==> src/rtl/drone_cam_ui_pkg.sv <==
// Shared constants for the Drone_Cam front-panel UI: default timing values and
// the channel assignment of the selector buttons.
package drone_cam_ui_pkg;

    localparam int SYNC_STAGES_DEFAULT = 2;
    localparam int DEB_CNT_DEFAULT     = 1048575;
    localparam int LONG_CNT_DEFAULT    = 50000000;

    localparam int CH_FRAME = 0;
    localparam int CH_HDMI  = 2;
    localparam int CH_STAT  = 3;

endpackage

==> src/rtl/btn_debounce_ch.sv <==
// Single button channel: synchroniser, debouncer with private timer, registered
// press/release pulses and, with BTN_CTRL_LONG_PRESS_EN, a long-press hold timer.
module btn_debounce_ch #(
    parameter int SYNC_STAGES = 2,
    parameter int DEB_CNT     = 16,
    parameter int DEB_W       = 5,
    parameter int LONG_CNT    = 64
) (
    input  logic clk,
    input  logic rstn,
    input  logic btn_in,
    output logic btn_lvl,
    output logic btn_press,
    output logic btn_rel,
    output logic long_press
);

    logic [SYNC_STAGES-1:0] sync_q;
    logic [DEB_W-1:0]       tmr_q;
    logic [DEB_W-1:0]       tmr_d;
    logic                   stb_q;
    logic                   stb_d;
    logic                   stb_dly_q;
    logic                   press_q;
    logic                   rel_q;
    logic                   s_s;

    // Unsupported configurations elaborate an empty marker block.
    if (SYNC_STAGES < 2 || DEB_CNT < 2 || (DEB_CNT >> DEB_W) != 0 || LONG_CNT < 2) begin : g_param_out_of_range
    end

    assign s_s = sync_q[SYNC_STAGES-1];

    // Debounce next state: a level must differ from stb for DEB_CNT cycles in a row.
    always_comb begin
        stb_d = stb_q;
        tmr_d = '0;
        if (s_s != stb_q) begin
            if (tmr_q == DEB_W'(DEB_CNT - 1)) begin
                stb_d = s_s;
                tmr_d = '0;
            end else begin
                tmr_d = tmr_q + DEB_W'(1);
            end
        end else begin
            tmr_d = '0;
        end
    end

    // Synchroniser, debounce state and edge pulses.
    always_ff @(posedge clk or negedge rstn) begin
        if (!rstn) begin
            sync_q    <= '0;
            tmr_q     <= '0;
            stb_q     <= 1'b0;
            stb_dly_q <= 1'b0;
            press_q   <= 1'b0;
            rel_q     <= 1'b0;
        end else begin
            sync_q    <= {sync_q[SYNC_STAGES-2:0], btn_in};
            tmr_q     <= tmr_d;
            stb_q     <= stb_d;
            stb_dly_q <= stb_q;
            press_q   <= stb_q & ~stb_dly_q;
            rel_q     <= ~stb_q & stb_dly_q;
        end
    end

    assign btn_lvl   = stb_q;
    assign btn_press = press_q;
    assign btn_rel   = rel_q;

`ifdef BTN_CTRL_LONG_PRESS_EN
    localparam int HOLD_W = $clog2(LONG_CNT + 1);

    logic [HOLD_W-1:0] hold_q;
    logic [HOLD_W-1:0] hold_d;
    logic              fired_q;
    logic              long_q;
    logic              hold_top_s;

    assign hold_top_s = (hold_q == HOLD_W'(LONG_CNT - 1));

    // Hold timer saturates at LONG_CNT-1 so a single hold yields one pulse.
    always_comb begin
        hold_d = hold_q;
        if (!stb_q) begin
            hold_d = '0;
        end else if (!hold_top_s) begin
            hold_d = hold_q + HOLD_W'(1);
        end else begin
            hold_d = hold_q;
        end
    end

    // Hold timer and one-shot long-press pulse.
    always_ff @(posedge clk or negedge rstn) begin
        if (!rstn) begin
            hold_q  <= '0;
            fired_q <= 1'b0;
            long_q  <= 1'b0;
        end else begin
            hold_q  <= hold_d;
            fired_q <= stb_q & hold_top_s;
            long_q  <= stb_q & hold_top_s & ~fired_q;
        end
    end

    assign long_press = long_q;
`else
    assign long_press = 1'b0;
`endif

endmodule

==> src/rtl/btn_ctrl_select.sv <==
// Front-panel button block: NUM_BTN independent debounced channels feeding
// per-channel selector counters. Long-press clear enabled by BTN_CTRL_LONG_PRESS_EN.
module btn_ctrl_select
    import drone_cam_ui_pkg::*;
#(
    parameter int NUM_BTN     = 4,
    parameter int SYNC_STAGES = SYNC_STAGES_DEFAULT,
    parameter int DEB_CNT     = DEB_CNT_DEFAULT,
    parameter int DEB_W       = 20,
    parameter int CNT_W       = 2,
    parameter int CNT_MAX     = 3,
    parameter int LONG_CNT    = LONG_CNT_DEFAULT
) (
    input  logic                     clk,
    input  logic                     rstn,
    input  logic [NUM_BTN-1:0]       btn_in,
    input  logic [NUM_BTN-1:0]       cnt_sat,
    input  logic [NUM_BTN-1:0]       cnt_clr,
    output logic [NUM_BTN-1:0]       btn_lvl,
    output logic [NUM_BTN-1:0]       btn_press,
    output logic [NUM_BTN-1:0]       btn_rel,
    output logic [NUM_BTN*CNT_W-1:0] cnt_out,
    output logic [NUM_BTN-1:0]       long_press
);

    for (genvar i = 0; i < NUM_BTN; i++) begin : g_ch
        logic [CNT_W-1:0] cnt_q;
        logic [CNT_W-1:0] cnt_d;
        logic             clr_s;

        btn_debounce_ch #(
            .SYNC_STAGES (SYNC_STAGES),
            .DEB_CNT     (DEB_CNT),
            .DEB_W       (DEB_W),
            .LONG_CNT    (LONG_CNT)
        ) u_deb (
            .clk        (clk),
            .rstn       (rstn),
            .btn_in     (btn_in[i]),
            .btn_lvl    (btn_lvl[i]),
            .btn_press  (btn_press[i]),
            .btn_rel    (btn_rel[i]),
            .long_press (long_press[i])
        );

        // A long press acts as a clear, so both share the top priority.
        assign clr_s = cnt_clr[i] | long_press[i];

        // Selector next value: clear beats press; wrap or saturate at CNT_MAX.
        always_comb begin
            cnt_d = cnt_q;
            if (clr_s) begin
                cnt_d = '0;
            end else if (btn_press[i]) begin
                if (cnt_q >= CNT_W'(CNT_MAX)) begin
                    cnt_d = cnt_sat[i] ? CNT_W'(CNT_MAX) : '0;
                end else begin
                    cnt_d = cnt_q + CNT_W'(1);
                end
            end else begin
                cnt_d = cnt_q;
            end
        end

        // Selector counter register.
        always_ff @(posedge clk or negedge rstn) begin
            if (!rstn) begin
                cnt_q <= '0;
            end else begin
                cnt_q <= cnt_d;
            end
        end

        assign cnt_out[i*CNT_W +: CNT_W] = cnt_q;
    end

endmodule

==> config.mk <==
export PLATFORM = sky130hd
export DESIGN_NAME = btn_ctrl_select
export DESIGN_NICKNAME = d
export VERILOG_FILES = /design/src/rtl/drone_cam_ui_pkg.sv /design/src/rtl/btn_debounce_ch.sv /design/src/rtl/btn_ctrl_select.sv
export SDC_FILE = /design/constraint.sdc
export NUM_CORES = 1
export LEC_CHECK = 0
export ABC_AREA = 1
export ABC_CLOCK_PERIOD_IN_PS = 2600
export CORE_MARGIN = 2
export CORE_UTILIZATION = 60
export CTS_BUF_LIST = sky130_fd_sc_hd__clkbuf_4
export CTS_CLUSTER_DIAMETER = 150
export DETAILED_ROUTE_END_ITERATION = 8
export PLACE_DENSITY = 0.81
export RECOVER_POWER = 25
export SLEW_MARGIN = 0
export SYNTH_ARGS = -nofsm -noshare
export SYNTH_HDL_FRONTEND = slang
export SYNTH_HIERARCHICAL = 1
export SYNTH_SLANG_ARGS = --single-unit
==> constraint.sdc <==
create_clock -name clk -period 2.6 [get_ports clk]
set_input_delay 0.26 -clock clk [delete_from_list [all_inputs] [get_ports clk]]
set_output_delay 0.26 -clock clk [all_outputs]
set_load 0.005 [all_outputs]
==> metrics.csv <==
metric,value,unit
outcome,completed,
Critical Path Sink,btn_lvl[2],
post-synthesis adder-cell area fraction,0.0256,
final hold slack,0.302,ns
most frequent cells in the layout,"nand2_1 (168), nor2_1 (160), dfrtp_1 (112)",
Crit. End Element,output port,
master cell of the clock root buffer,clkbuf_4,
total grt overflow,0,
Comb pwr share,0.052,
mux share of post-synthesis cell area,0,
fin worst setup slack,0.787,ns
Worst Skew,0.0133,ns
Hold Path Class,input pin to flop,
Pleak,2.93,nW
"most common cell after layout, fill and taps aside",nand2_1,
Worst VDD drop,0.000362,V
Chip Width,103,um
crit path buf inv count,1,
vias in the first global route,4497,
Tmin final,1.81,ns
post-synthesis simple-gate area fraction,0.345,
Flop pwr share,0.638,
max frequency,552,MHz
largest net degree at the start of global routing,50,
CP cell instances,clkdlybuf4s50_1,
RR Endpoint,g_ch[0].u_deb/tmr_q[18]$_DFF_PN0_,
fin area,0.00647,mm^2
Core Area,0.00964,mm^2
"Slew Viols, Final",0,
Yosys reg bits,112,
initial antenna violation count,0,
Tightest Pin Transition,1.20,ns
data required time of the worst path,2.34,ns
vias,4609,
Worst Reg-to-Reg Cells,8,
synthesized cell area,0.00588,mm^2
max cap viols,0,
H-Tree Depth,3,
CTS Hold Bufs,1,
Post-CTS Setup Inserts,0,
DP HPWL,8.10,mm
drt pass-1 iters,4,
XOR/XNOR Fraction of Synth Area,0.0656,
CP max stage delay,0.55,ns
first-pass GRT wire length,18.4,mm
IO buf count,33,
RSZ-0062 raised after global routing,no,
sequential share of the synthesized area,0.477,
Pint,2.11,mW
chip height,103,um
area delta synth->final,10.1,%
Initial Util,0.610,
Top delay family on crit path,buffers and inverters,
CTS tree,done,
Routed Antenna Nets,0,
Crit Path Max Fanout,6,
GPL Wtd Cong,0.850,
vias per inst,5.08,
Final period util,0.697,
DIE AREA,0.0106,mm^2
syn nets,754,
"Data arrival, critical path",1.55,ns
Ports,38,
pwr dens,432,mW/mm^2
Area contributors post-synth,"dfrtp_1 (48%), nand2_1 (11%), nor2_1 (10%)",
layout cell share with drive strength beyond 1,0.0943,
Startpoint Class,flop,
DR DRC count,0,
Iter 0 DRT Violations,105,
Slowest cell on crit path,clkdlybuf4s50_1,
Sw Share,0.245,
Synth warnings,6,
Sw Pwr,0.686,mW
Yosys cell types,21,
area share of the largest cell type after synthesis,0.477,
# diodes,0,
number of sinks on the clock net,112,
R2R setup slack,1.05,ns
cts bufs inserted,9,
nets,795,
DP Worst Slack,1.08,ns
WS Path Type,flop to output port,
Resized Gates After CTS,0,
total wire length,10.9,mm
Post-DP Area,0.00632,mm^2
per-cell routed wire length,12.1,um
Compound-Gate Fraction of Synth Area,0.0136,
clk buf depth,2,
RR Startpoint,g_ch[0].u_deb/tmr_q[1]$_DFF_PN0_,
Levels on crit path,1,
Clock Latency Late Sink,0.50,ns
clock group share of total power,0.310,
post-synthesis cell count,728,
Fin. Hold Viols,0,
cell taking the most area after synthesis,dfrtp_1,
Setup-failing EPs final,0,
main combinational cell family by area after synthesis,simple AND/OR/NAND/NOR gates,
crit path launch,g_ch[2].u_deb/btn_lvl$_DFFE_PN0P_,
Site Rows,36,
setup TNS,0,ns
# fillers,799,
"Reg clk slew, reported paths",0.16,ns
Total Power,2.80,mW
Mean Syn Cell Area,8.07,um^2
Worst slew margin,0.197,
Tot GR Track Use,0.222,
layout make-up:
type,count,area (um^2),area share
clock buffer,9,67.6,0.0104
clock inverter,7,70.1,0.0108
inverter,88,340,0.0526
multi-input combinational,520,2660,0.411
sequential,112,2800,0.433
tap,133,166,0.0257
timing repair buffer,38,365,0.0565
per-layer routing:
metal	track usage	wire length, um	vias up
met5	0	0	-
met4	0.0972	186	0
met3	0.0576	435	16
met2	0.400	5550	83
met1	0.248	4780	2200
li1	-	-	2310
kinds of logic after synthesis:
| group | Yosys count |
|---|---|
| compound gates | 16 |
| xor+xnor | 44 |
| fa+ha+maj | 12 |
| buf+inv | 96 |
| flops | 112 |
| other cells | 4 |
| simple gates | 444 |
through the flow:
step,cells,utilization
floorplan,728,-
global placement,890,0.656
detailed placement,890,0.656
CTS,907,0.671
global route,907,0.671
finish,907,0.671
flip-flops by register name (all words and copies together), names as in the netlist:
register	flops
g_ch.u_deb/tmr_q	80
g_ch.cnt_q	8
g_ch.u_deb/sync_q	8
g_ch.u_deb/btn_lvl	4
g_ch.u_deb/btn_press	4
g_ch.u_deb/btn_rel	4
g_ch.u_deb/stb_dly_q	4
cells in the mapped netlist, drive strengths merged:
library cell	count
a21oi	12
xor2	12
nand3	44
buf	8
nand4	20
conb	4
nor2	192
xnor2	32
o21ai	4
dfrtp	112
nand2	176
nor3	12
inv	88
ha	12
worst min path at each step:
stage / from / to / slack (ns) / cells after the start
floorplan: rstn / g_ch[0].cnt_q[0]$_DFFE_PN0P_ / -0.04 / 0
global placement: rstn / g_ch[0].u_deb/tmr_q[3]$_DFF_PN0_ / 0.31 / 1
detailed placement: rstn / g_ch[0].u_deb/tmr_q[5]$_DFF_PN0_ / 0.32 / 1
CTS: btn_in[2] / g_ch[2].u_deb/sync_q[0]$_DFF_PN0_ / 0.14 / 1
global route: btn_in[3] / g_ch[3].u_deb/sync_q[0]$_DFF_PN0_ / 0.27 / 1
finish: btn_in[2] / g_ch[2].u_deb/sync_q[0]$_DFF_PN0_ / 0.30 / 1
power groups by stage:
stage                     registers [mW]  clock network [mW]  logic, mW
after CTS                           1.78               0.907      0.150
after detailed placement            1.81                   0      0.148
after global routing                1.79               0.967      0.166
final                               1.78               0.868      0.145
after global placement              1.81                   0      0.141
after floorplan                     1.81                   0     0.0824
Power figures use the tool's default switching activity.
